==> src/rtl/voter_id_verifier.sv <==
// Voter/officer ID verifier: searches the voter table one entry per clock, tracks voted flags,
// handles officer login/logout and authorised clearing, and strobes valid voters to the vote RAM.
module voter_id_verifier #(
    parameter int                    WORD_SIZE    = 5,
    parameter int                    ADDRESS_SIZE = 4,
    parameter int                    NUM_VOTERS   = 16,
    parameter int                    ID_BASE      = 0,
    parameter logic [WORD_SIZE-1:0]  OFFICER_ID   = 5'b11111,
    parameter logic [WORD_SIZE-1:0]  RESET_ID     = 5'b11110
) (
    input  logic                    clk,
    input  logic                    rst,
    input  logic                    req,
    input  logic [1:0]              req_type,
    input  logic [WORD_SIZE-1:0]    id_in,
    output logic                    busy,
    output logic                    done,
    output logic [2:0]              result,
    output logic                    officer_active,
    output logic                    write,
    output logic [ADDRESS_SIZE-1:0] valid_voter_address,
    output logic [WORD_SIZE-1:0]    valid_voter,
    output logic [ADDRESS_SIZE:0]   vote_count
);

    localparam logic [1:0] S_IDLE   = 2'd0;
    localparam logic [1:0] S_SEARCH = 2'd1;
    localparam logic [1:0] S_REPORT = 2'd2;

    localparam logic [2:0] R_VALID       = 3'b001;
    localparam logic [2:0] R_UNKNOWN     = 3'b010;
    localparam logic [2:0] R_DUPLICATE   = 3'b011;
    localparam logic [2:0] R_OFFICER_OK  = 3'b100;
    localparam logic [2:0] R_OFFICER_BAD = 3'b101;
    localparam logic [2:0] R_CLEAR_OK    = 3'b110;
    localparam logic [2:0] R_DENIED      = 3'b111;

    localparam logic [ADDRESS_SIZE-1:0] LAST_IDX = ADDRESS_SIZE'(NUM_VOTERS - 1);

    logic [1:0]                       state;
    logic [ADDRESS_SIZE-1:0]          idx;
    logic [WORD_SIZE-1:0]             cap_id;
    // Sized to the full address space so idx always selects a real bit; entries past
    // NUM_VOTERS are never searched and so never set.
    logic [(1<<ADDRESS_SIZE)-1:0]     voted;
    logic [WORD_SIZE-1:0]             entry_id;

    // Table contents are implicit: entry i holds ID_BASE+i, wrapping at the ID width.
    assign entry_id = WORD_SIZE'(ID_BASE) + WORD_SIZE'(idx);

    always_ff @(posedge clk) begin
        if (rst) begin
            state               <= S_IDLE;
            idx                 <= '0;
            cap_id              <= '0;
            voted               <= '0;
            busy                <= 1'b0;
            done                <= 1'b0;
            result              <= '0;
            officer_active      <= 1'b0;
            write               <= 1'b0;
            valid_voter_address <= '0;
            valid_voter         <= '0;
            vote_count          <= '0;
        end else begin
            done   <= 1'b0;
            write  <= 1'b0;
            result <= '0;
            case (state)
                S_IDLE: begin
                    if (req) begin
                        cap_id <= id_in;
                        idx    <= '0;
                        state  <= S_REPORT;
                        done   <= 1'b1;
                        case (req_type)
                            2'b00: begin
                                if (officer_active) begin
                                    state <= S_SEARCH;
                                    busy  <= 1'b1;
                                    done  <= 1'b0;
                                end else begin
                                    result <= R_DENIED;
                                end
                            end
                            2'b01: begin
                                officer_active <= (id_in == OFFICER_ID);
                                result <= (id_in == OFFICER_ID) ? R_OFFICER_OK : R_OFFICER_BAD;
                            end
                            2'b10: begin
                                if (officer_active && id_in == RESET_ID) begin
                                    voted      <= '0;
                                    vote_count <= '0;
                                    result     <= R_CLEAR_OK;
                                end else begin
                                    result <= R_DENIED;
                                end
                            end
                            default: result <= R_DENIED;
                        endcase
                    end
                end
                S_SEARCH: begin
                    if (entry_id == cap_id) begin
                        state <= S_REPORT;
                        busy  <= 1'b0;
                        done  <= 1'b1;
                        if (!voted[idx]) begin
                            voted[idx]          <= 1'b1;
                            vote_count          <= vote_count + (ADDRESS_SIZE+1)'(1);
                            result              <= R_VALID;
                            write               <= 1'b1;
                            valid_voter_address <= idx;
                            valid_voter         <= cap_id;
                        end else begin
                            result <= R_DUPLICATE;
                        end
                    end else if (idx == LAST_IDX) begin
                        state  <= S_REPORT;
                        busy   <= 1'b0;
                        done   <= 1'b1;
                        result <= R_UNKNOWN;
                    end else begin
                        idx <= idx + ADDRESS_SIZE'(1);
                    end
                end
                S_REPORT: state <= S_IDLE;
                default:  state <= S_IDLE;
            endcase
        end
    end

endmodule

==> config.mk <==
export PLATFORM = sky130hd
export DESIGN_NAME = voter_id_verifier
export DESIGN_NICKNAME = d
export VERILOG_FILES = /design/src/rtl/voter_id_verifier.sv
export SDC_FILE = /design/constraint.sdc
export NUM_CORES = 1
export LEC_CHECK = 0
export ABC_AREA = 1
export BUFFER_PORTS_ARGS = -buffer_cell sky130_fd_sc_hd__buf_2
export CAP_MARGIN = 30
export CORE_UTILIZATION = 30
export DETAILED_ROUTE_END_ITERATION = 12
export PLACE_DENSITY = 0.47
export SLEW_MARGIN = 30
export SYNTH_ARGS = -nofsm -noshare
export SYNTH_HDL_FRONTEND = slang
export SYNTH_SLANG_ARGS = --single-unit
==> constraint.sdc <==
create_clock -name clk -period 4 [get_ports clk]
set_input_delay 0.2 -clock clk [delete_from_list [all_inputs] [get_ports clk]]
set_output_delay 0.2 -clock clk [all_outputs]
set_load 0.05 [all_outputs]
# --- Word level (Yosys, flattened, before mapping) ---
# Cells that the tools add are included.
# W data, S select, Z words.
totals:
  ff_bits: 48
  in_bits: 10
  out_inout_bits: 21
  word_cells: 98
classes:
  addsub: 2
  order_cmp: 2
  eq_ne: 17
  n_mux: 48
  bitwise: 4
  n_reduce_logical: 13
op_table:
  columns: ["op", "count"]
  rows:
  - ["$mux W16", 5]
  - ["$pmux W16 S2", 1]
  - ["$mux W5", 5]
  - ["$or A16 B16 Y16", 1]
  - ["$mux W1", 15]
  - ["$mux W2", 7]
  - ["$ne A2 B2 Y1 const B", 7]
  - ["$mux W4", 3]
  - ["$eq A5 B5 Y1 const B", 2]
  - ["$pmux W5 S2", 1]
  - ["$mux W3", 3]
  - ["$pmux W3 S3", 1]
  - ["$pmux W4 S2", 1]
  - ["$pmux W3 S2", 1]
  - ["$reduce_and A3 Y1", 2]
  - ["$reduce_and A6 Y1", 1]
  - ["$add A5 B1 Y5 const B", 1]
  - ["$eq A4 B5 Y1", 1]
  - ["$lt A4 B5 Y1 const B", 1]
  - ["$reduce_and A5 Y1", 1]
  - ["$add A4 B1 Y4 const B", 1]
  - ["$bmux W1 S4", 1]
  - ["$demux W1 S4", 1]
  - ["$eq A2 B1 Y1 const B", 2]
  - ["other kinds (14)", 21]

# --- Depth between registers and ports, before layout ---
# Gate-level depths: netlist of run 1.
depth:
  ltp_word: 8
  depth_mapped: 13
  mapped_depth_nobuf: 12

# --- Least setup slack after synthesis of run 1 ---
# OpenSTA, ideal clock, no wires.
synth_path:
  kind: "reg2reg"
  from: "register officer_active"
  to: "register vote_count[2]"
  setup_ns: 0.115
  arrival_ns: 1.861
  t_required_ns: 3.885
  setup_slack_ns: 2.024
  stages_incl_launch_ff: 10
  n_path_buf: 0
  cell_sequence: "dfxtp_1 inv_1 nor3_1 nand4_1 nand2_1 nand3_2 nand2_1 nand2_1 nand2_1 nor2_1"
synth_via:
  elab_chain_len: 3
synth_rtl:
  columns: ["item", "line_no", "rtl"]
  rows:
  - ["start, declared", "19", "output logic officer_active,"]
  - ["start signal, assigned", "87", "officer_active <= (id_in == OFFICER_ID);"]
  - ["$logic_and A1 B1 Y1", "91", "if (officer_active && id_in == RESET_ID) begin"]
  - ["$ne A2 B2 Y1 (no source line)", null, null]
  - ["$reduce_and A6 Y1 (no source line)", null, null]
  - ["end signal, assigned", "110", "vote_count <= vote_count + (ADDRESS_SIZE+1)'(1);"]
  - ["end, declared", "23", "output logic [ADDRESS_SIZE:0] vote_count"]
# No other way between the ends.
# A chain may end at the register's enable or synchronous reset.

# --- Worst setup path after layout of run 1 ---
layout_path:
  from: "register idx[0]"
  to: "register valid_voter_address[0]"
layout_via:
  elab_chain_len: 4
layout_rtl:
  columns: ["item", "line_no", "rtl"]
  rows:
  - ["start, declared", "41", "logic [ADDRESS_SIZE-1:0] idx;"]
  - ["start signal, assigned", "124", "idx <= idx + ADDRESS_SIZE'(1);"]
  - ["$bmux W1 S4", "108", "if (!voted[idx]) begin"]
  - ["$mux W1 (implied by the code)", "108", null]
  - ["$not A1 Y1 (no source line)", null, null]
  - ["$reduce_and A3 Y1 (no source line)", null, null]
  - ["end signal, assigned", "113", "valid_voter_address <= idx;"]
  - ["end, declared", "21", "output logic [ADDRESS_SIZE-1:0] valid_voter_address,"]
# Parallel ways exist; a longest one is shown, timed or not. The select of a mux whose other input is x is not followed.

==> qor.yml, run 1 <==
regArea_sq_um: 961
yosys.area.top_type: "dfxtp_1"
grt_pass1_vias: 2286
setup_violations: 0
synthToLayoutAreaGrowth_pct: 13.0
ys_ff_latch: 48
cts.sink_count: 48
die_y_um: 93.2
synth.area.mux_share_pct: 0
setup_ws_ns: 1.39
first_pass_iters: 4
setup_tns_ns: 0
tightest_slew_ns: 0.822
pre_cts_ws_ns: 1.40
insertion_delay_ns: 0.30
clkSlewWorstSetupHoldPaths_ns: 0.10
portBuffers: 30
final_cell_mix: "70 x nand2_1, 48 x dfxtp_1, 46 x inv_1"
yosys_warnings: 0
finalInstanceArea_sq_um: 2820
syn_nets: 375
crit_type: "reg -> reg"
num_vias: 2333
ant_nets: 0
ioPinCount: 31
hold_viol_final: 0
syn-instance-count: 356
drive_gt1_share_pct: 14.7
synth-simple-area-share_pct: 31.6
cts_tree: "done"
powerDensity_nw_per_um2: 334
cts_buffers: 5
die_w_um: 93.2
syn_area_sq_um: 2500
total_power_w: 0.000941
n_fill_cell: 848
peakVddDrop_uv: 171
routed_via_density: 4.84
fin_skew_ns: 0.0112
cts_hold_buf: 0
multiInputGateArea_sq_um: 1280
clockBufferDepth: 2
slew_violations: 0
period_minus_slack_ns: 2.61
placementRows: 32
p_leak_nw: 1.21
synthAdderAreaFrac_pct: 4.51
htreeDepth: 2
initial_core_util_pct: 31.7
layout_commonest_cell: "nand2_1"
ys_seq_area_share_pct: 38.5
dp_hpwl_mm: 4.52
wl_per_cell_um: 13.3
fmax_ghz: 0.383
grt_pass1_wl_mm: 10.8
rsz0062_at_grt: "false"
synth_area_leaders: "dfxtp_1 38%, nand2_1 11%, nand3_1 7.2%"
postSynthAreaPerCell_sq_um: 7.02
cts_resized: 0
fin_util_pct: 35.8
track_usage_pct: 15.6
grt_start_max_net_pins: 34
synth_top_family_by_area: "simple AND/OR/NAND/NOR gates"
required_ns: 4.23
antenna_found_initial: 0
first_iter_violations: 131
fin_crit_sh_pct: 65.3
die-area_sq_um: 8690
drv_cap: 0
cp_max_fo: 17
arrival_ns: 2.84
yosysUniqueCellTypes: 32
worst_setup_path_end_kind: "flop"
status: "finished, final reports clean"
synth_top_area_share_pct: 38.5
remaining_drc_errors: 0
synth_xor_area_share_pct: 0.351
place.gp.congestion: 0.821
relSlewSlack_pct: 45.0
routed_wl_mm: 6.39
antenna_cells: 0
crit_path_start_kind: "flop"
grt.overflow.total: 0
synth_compound_area_share_pct: 14.7
clockRootBuffer: "clkbuf_8"
core-area_sq_um: 7890
placed_area_sq_um: 2710
min_path_type: "in -> reg"
nets: 398
cts_setup_buffers: 0
cell usage after synthesis, drive strengths merged:
cell type and n:
nand2 76, o21bai 3, nand4 19, nand3 37, o211ai 1, a31o 1
buf 6, dfxtp 48, inv 49, or2 1, o31ai 1, nor2 30
clkbuf 9, a211oi 1, o22ai 3, a31oi 2, ha 9, xnor2 1
o21ai 20, nor3 2, a21o 1, nor3b 1, a21oi 34, nand3b 1
layer usage:
| layer | part of all wire [%] | routed length, um | up-vias | global-route usage (%) |
|---|---|---|---|---|
| met3 | 2.4 | 152 | 4 | 2.76 |
| met5 | 0 | 0 | - | 0 |
| li1 | - | - | 1219 | - |
| met2 | 48 | 3050 | 33 | 27.1 |
| met1 | 49 | 3140 | 1077 | 20.0 |
| met4 | 0.75 | 48 | 0 | 3.46 |
worst max-delay path, stage by stage, from the launching register on:
cell and delay (ns):
dfxtp_1 0.65, inv_1 0.34, nand2_1 0.12, nand2_1 0.05, nor2_1 0.13, nand2_1 0.11
nor2_4 0.10, nand2_2 0.07, nor2_4 0.36, nand2_4 0.21, inv_2 0.15, nand2_1 0.08
a21oi_1 0.15
flip-flops by register name (all words and copies together) (netlist names):
| register | count |
|---|---|
| voted | 16 |
| cap_id | 5 |
| valid_voter | 5 |
| vote_count | 5 |
| idx | 4 |
| valid_voter_address | 4 |
| result | 3 |
| state | 2 |
| busy | 1 |
| done | 1 |
| officer_active | 1 |
| write | 1 |
stage by stage:
| stage | instances | hold WS [ns] |
|---|---|---|
| 2_1_floorplan | 356 | 0.338 |
| 3_3_place_gp | 474 | 0.436 |
| 3_5_place_dp | 474 | 0.442 |
| 4_1_cts | 482 | 0.121 |
| 5_1_grt | 482 | 0.142 |
| 6_report | 482 | 0.128 |
power by group:
| group | switching, W | total [W] | internal, W |
|---|---|---|---|
| Clock | 0.000175 | 0.000364 | 0.000189 |
| Sequential | 0.00000453 | 0.000490 | 0.000485 |
| Combinational | 0.0000638 | 0.0000878 | 0.0000241 |
final cells by class:
type                       count  share of cell area, %
tap                          102                   4.52
sequential                    48                   34.1
timing repair buffer          31                   5.59
clock buffer                   5                   2.44
clock inverter                 3                   1.64
multi-input combinational    244                   45.2
inverter                      49                   6.52
kinds of logic (layout without fill, tap and decap cells):
logic type / count (synthesis) / in the layout
AO/OA/AOI/OAI: 67 / 67
XOR/XNOR: 1 / 1
adder cells (fa/ha/maj): 9 / 9
buffers and inverters: 64 / 88
flip-flops: 48 / 48
AND/OR/NAND/NOR: 167 / 167
worst paths after layout:
| check | slack [ns] | cells past startpoint | start | end |
|---|---|---|---|---|
| setup / recovery | 1.39 | 12 | idx[0]$_SDFFE_PP0P_ | valid_voter_address[0]$_SDFFE_PP0P_ |
| hold / removal | 0.13 | 3 | id_in[3] | cap_id[3]$_SDFFE_PP0P_ |
| setup reg to reg | 1.39 | 12 | idx[0]$_SDFFE_PP0P_ | valid_voter_address[0]$_SDFFE_PP0P_ |
| hold reg to reg | 0.46 | 2 | busy$_SDFFE_PP0P_ | busy$_SDFFE_PP0P_ |
(Power assumes the default switching activity.)
==> run 2, diff against run 1 <==
==> constraint.sdc (replaced) <==
create_clock -name clk -period 2.7 [get_ports clk]
set_input_delay 0.135 -clock clk [delete_from_list [all_inputs] [get_ports clk]]
set_output_delay 0.135 -clock clk [all_outputs]
set_load 0.05 [all_outputs]
==> qor.yml, run 2 (synthesized netlist as in run 1, its figures left out) <==
status: "finished, final reports clean"  # unchanged
largest_reg_flops: 16  # unchanged
crit_type: "reg -> reg"  # unchanged
setup_ws_ns: 0.508  # was 1.39 ns
antenna_found_initial: 0  # unchanged
cts_tree: "done"  # unchanged
ioPinCount: 31  # unchanged
pre_cts_ws_ns: 0.536  # was 1.40 ns
nets: 403  # was 398
period_minus_slack_ns: 2.19  # was 2.61 ns
stdcell_count: 487  # was 482
first_pass_iters: 4  # unchanged
powerDensity_nw_per_um2: 473  # was 334 nW/um^2
hold_slack_ns: 0.0696  # was 0.128 ns
clockBufferDepth: 2  # unchanged
fin_skew_ns: 0.0121  # was 0.0112 ns
cts_buffers: 5  # unchanged
placementRows: 32  # unchanged
drv_cap: 0  # unchanged
synthToLayoutAreaGrowth_pct: 13.9  # was 13.0%
cts_resized: 0  # unchanged
required_ns: 2.93  # was 4.23 ns
rsz0062_at_grt: "false"  # unchanged
cts_hold_buf: 0  # unchanged
core-area_sq_um: 7890  # unchanged
grt_start_max_net_pins: 33  # was 34
num_vias: 2390  # was 2,333
track_usage_pct: 15.3  # was 15.6%
fmax_ghz: 0.456  # was 0.383 GHz
drive_gt1_share_pct: 15.8  # was 14.7%
dp_cells: 479  # was 474
n_fill_cell: 863  # was 848
routed_wl_mm: 6.24  # was 6.39 mm
p_leak_nw: 1.23  # was 1.21 nW
setup_violations: 0  # unchanged
peakVddDrop_uv: 199  # was 171 uV
remaining_drc_errors: 0  # unchanged
routed_via_density: 4.91  # was 4.84
finalInstanceArea_sq_um: 2840  # was 2820 sq um
place.gp.congestion: 0.823  # was 0.821
setup_tns_ns: 0  # unchanged
first_iter_violations: 96  # was 131
cts.sink_count: 48  # unchanged
htreeDepth: 2  # unchanged
dp_hpwl_mm: 4.54  # was 4.52 mm
slew_violations: 0  # unchanged
hold_viol_final: 0  # unchanged
top_register: "voted"  # unchanged
layout_commonest_cell: "nand2_1"  # unchanged
insertion_delay_ns: 0.31  # was 0.30 ns
arrival_ns: 2.42  # was 2.84 ns
clockRootBuffer: "clkbuf_8"  # unchanged
die_y_um: 93.2  # unchanged
portBuffers: 30  # unchanged
initial_core_util_pct: 31.7  # unchanged
die-area_sq_um: 8690  # unchanged
multiInputGateArea_sq_um: 1280  # unchanged
ant_nets: 0  # unchanged
regArea_sq_um: 961  # unchanged
wl_per_cell_um: 12.8  # was 13.3 um
fin_crit_sh_pct: 81.2  # was 65.3%
final_cell_mix: "70 x nand2_1, 48 x dfxtp_1, 46 x inv_1"  # unchanged
crit_path_start_kind: "flop"  # unchanged
placed_area_sq_um: 2740  # was 2710 sq um
min_path_type: "in -> reg"  # unchanged
tightest_slew_ns: 0.461  # was 0.822 ns
grt.overflow.total: 0  # unchanged
cts_setup_buffers: 0  # unchanged
die_w_um: 93.2  # unchanged
antenna_cells: 0  # unchanged
cp_max_fo: 16  # was 17
relSlewSlack_pct: 69.2  # was 45.0%
worst_setup_path_end_kind: "flop"  # unchanged
grt_pass1_wl_mm: 10.7  # was 10.8 mm
grt_pass1_vias: 2149  # was 2,286
clkSlewWorstSetupHoldPaths_ns: 0.10  # about the same
run 2: cell types whose count changed in the layout (fill, tap and decap cells not counted):
cell,before,now
buf_4,1,6
bufinv_16,1,0
clkbuf_8,5,6
clkinvlp_4,1,0
inv_6,1,2
run 2: final timing paths:
check,from,to,slack [ns],cells after the start
setup / recovery,idx[0]$_SDFFE_PP0P_,voted[8]$_SDFFE_PP0P_,0.51,11
hold / removal,id_in[2],cap_id[2]$_SDFFE_PP0P_,0.07,3
setup reg to reg,idx[0]$_SDFFE_PP0P_,voted[8]$_SDFFE_PP0P_,0.51,11
hold reg to reg,busy$_SDFFE_PP0P_,busy$_SDFFE_PP0P_,0.45,2
run 2: per-layer routing:
metal	global-route usage, %	vias to the layer above	wire, um
met1	20.3	1122	3150
met4	3.08	0	45
li1	-	1228	-
met2	26.0	34	2880
met5	0	-	0
met3	2.76	6	163
run 2: final cells by class:
| class | instances | area share, % |
|---|---|---|
| multi-input cells | 244 | 44.9 |
| well taps | 102 | 4.49 |
| flip-flops and latches | 48 | 33.8 |
| repair buffers | 36 | 6.86 |
| clock inverters | 2 | 0.616 |
| inverters | 49 | 6.47 |
| clock buffers | 6 | 2.90 |
run 2: critical path: stages, from the launching register on:
cell and delay (ns):
dfxtp_1 0.62, inv_1 0.32, nand2_1 0.12, nand2_1 0.05
nor2_1 0.12, nand2_1 0.10, nor2_4 0.10, nand2_2 0.07
nor2_4 0.13, buf_4 0.22, nand4_1 0.10, a21oi_1 0.15
run 2: per-stage QoR:
step	power (W)	util, %
2_1_floorplan	0.000844	-
3_3_place_gp	0.000878	34.8
3_5_place_dp	0.000878	34.8
4_1_cts	0.00136	36.1
5_1_grt	0.00140	36.1
6_report	0.00134	36.1
run 2: where the power goes:
part,switching (W),internal (W)
logic,0.0000945,0.0000401
registers,0.00000692,0.000719
clock network,0.000270,0.000215
==> run 3, diff against run 2 <==
==> constraint.sdc (replaced) <==
create_clock -name clk -period 2.26 [get_ports clk]
set_input_delay 0.113 -clock clk [delete_from_list [all_inputs] [get_ports clk]]
set_output_delay 0.113 -clock clk [all_outputs]
set_load 0.05 [all_outputs]
==> qor.yml, run 3 (synthesized netlist as in run 1, its figures left out) <==
setup_tns_ns: 0  # unchanged
crit_type: "reg -> reg"  # unchanged
grt_pass1_vias: 2206  # was 2,149
first_pass_iters: 4  # unchanged
stdcell_count: 489  # was 487
track_usage_pct: 16.1  # was 15.3%
cts_setup_buffers: 0  # unchanged
layout_commonest_cell: "nand2_1"  # unchanged
dp_hpwl_mm: 4.71  # was 4.54 mm
nets: 405  # was 403
cts_hold_buf: 0  # unchanged
required_ns: 2.49  # was 2.93 ns
fmax_ghz: 0.525  # was 0.456 GHz
final_cell_mix: "70 x nand2_1, 48 x dfxtp_1, 46 x inv_1"  # unchanged
clkSlewWorstSetupHoldPaths_ns: 0.10  # about the same
min_path_type: "in -> reg"  # unchanged
drv_cap: 0  # unchanged
first_iter_violations: 161  # was 96
arrival_ns: 2.13  # was 2.42 ns
wl_per_cell_um: 13.2  # was 12.8 um
hold_viol_final: 0  # unchanged
crit_path_start_kind: "flop"  # unchanged
period_minus_slack_ns: 1.90  # was 2.19 ns
htreeDepth: 2  # unchanged
worstHoldPathCells: 3  # unchanged
grt_pass1_wl_mm: 10.9  # was 10.7 mm
place.gp.congestion: 0.801  # was 0.823
largest_reg_flops: 16  # unchanged
synthToLayoutAreaGrowth_pct: 16.0  # was 13.9%
initial_core_util_pct: 31.7  # unchanged
worst_setup_path_end_kind: "flop"  # unchanged
slew_violations: 0  # unchanged
cts_resized: 0  # unchanged
ant_nets: 0  # unchanged
routed_wl_mm: 6.45  # was 6.24 mm
powerDensity_nw_per_um2: 620  # was 473 nW/um^2
cp_max_fo: 16  # unchanged
relSlewSlack_pct: 68.9  # was 69.2%
cts_buffers: 5  # unchanged
core-area_sq_um: 7890  # unchanged
placementRows: 32  # unchanged
grt_start_max_net_pins: 20  # was 33
top_register: "voted"  # unchanged
drive_gt1_share_pct: 16.3  # was 15.8%
rsz0062_at_grt: "false"  # unchanged
reg2reg_depth: 11  # unchanged
die_y_um: 93.2  # unchanged
hold_slack_ns: 0.0414  # was 0.0696 ns
peakVddDrop_uv: 229  # was 199 uV
clockBufferDepth: 2  # unchanged
remaining_drc_errors: 0  # unchanged
cts_tree: "done"  # unchanged
grt.overflow.total: 0  # unchanged
setup_violations: 0  # unchanged
antenna_found_initial: 0  # unchanged
cts.sink_count: 48  # unchanged
ioPinCount: 31  # unchanged
antenna_cells: 0  # unchanged
p_leak_nw: 1.26  # was 1.23 nW
status: "finished, final reports clean"  # unchanged
insertion_delay_ns: 0.31  # about the same
clockRootBuffer: "clkbuf_8"  # unchanged
finalInstanceArea_sq_um: 2900  # was 2840 sq um
fin_skew_ns: 0.0159  # was 0.0121 ns
die-area_sq_um: 8690  # unchanged
portBuffers: 30  # unchanged
routed_via_density: 4.83  # was 4.91
dp_cells: 481  # was 479
fin_crit_sh_pct: 84.2  # was 81.2%
placed_area_sq_um: 2760  # was 2740 sq um
tightest_slew_ns: 0.465  # was 0.461 ns
die_w_um: 93.2  # unchanged
num_vias: 2364  # was 2,390
## run 3: cell count changes in the layout (fill, tap and decap cells not counted), sizes merged
cell    change
bufinv      +2
buf         +2
inv         -1
clkbuf      -1
## run 3: final cells by class
class / instances / area (sq um)
fillers: 858 / 4990
multi-input cells: 244 / 1280
flip-flops and latches: 48 / 961
repair buffers: 38 / 210
inverters: 49 / 184
well taps: 102 / 128
clock buffers: 5 / 68.8
clock inverters: 3 / 68.8
## run 3: metal layers
layer / up-vias / part of all wire [%] / GRT usage, %
met5: - / 0 / 0
li1: 1231 / - / -
met4: 0 / 1.4 / 5.77
met1: 1086 / 49 / 21.2
met3: 9 / 2.8 / 2.36
met2: 38 / 47 / 26.8
## run 3: metrics by stage
step,worst slack (ns),total power (W),util [%]
2_1_floorplan,0.284,0.00101,-
3_3_place_gp,0.380,0.00105,35.0
3_5_place_dp,0.370,0.00105,35.0
4_1_cts,0.341,0.00182,36.7
5_1_grt,0.0990,0.00187,36.7
6_report,0.356,0.00180,36.7
## run 3: path summary, 6_finish.rpt
check,end,slack [ns],start
hold / removal,cap_id[3]$_SDFFE_PP0P_,0.04,id_in[3]
hold reg to reg,busy$_SDFFE_PP0P_,0.45,busy$_SDFFE_PP0P_
setup / recovery,voted[12]$_SDFFE_PP0P_,0.36,idx[1]$_SDFFE_PP0P_
setup reg to reg,voted[12]$_SDFFE_PP0P_,0.36,idx[1]$_SDFFE_PP0P_
## run 3: power by group
group          internal [W]  switching (W)  total, W
registers          0.000858     0.00000835  0.000867
logic             0.0000482       0.000114  0.000163
clock network      0.000446       0.000322  0.000767
## run 3: worst max-delay path: stages (launching register included)
cell and delay (ns):
dfxtp_1 0.56, inv_2 0.18, nand2_2 0.09, nand2_2 0.06, nor2_4 0.09, inv_2 0.05, nor2_4 0.10, nand2_2 0.07
nor2_4 0.13, buf_4 0.22, nand4_1 0.11, a21oi_1 0.14
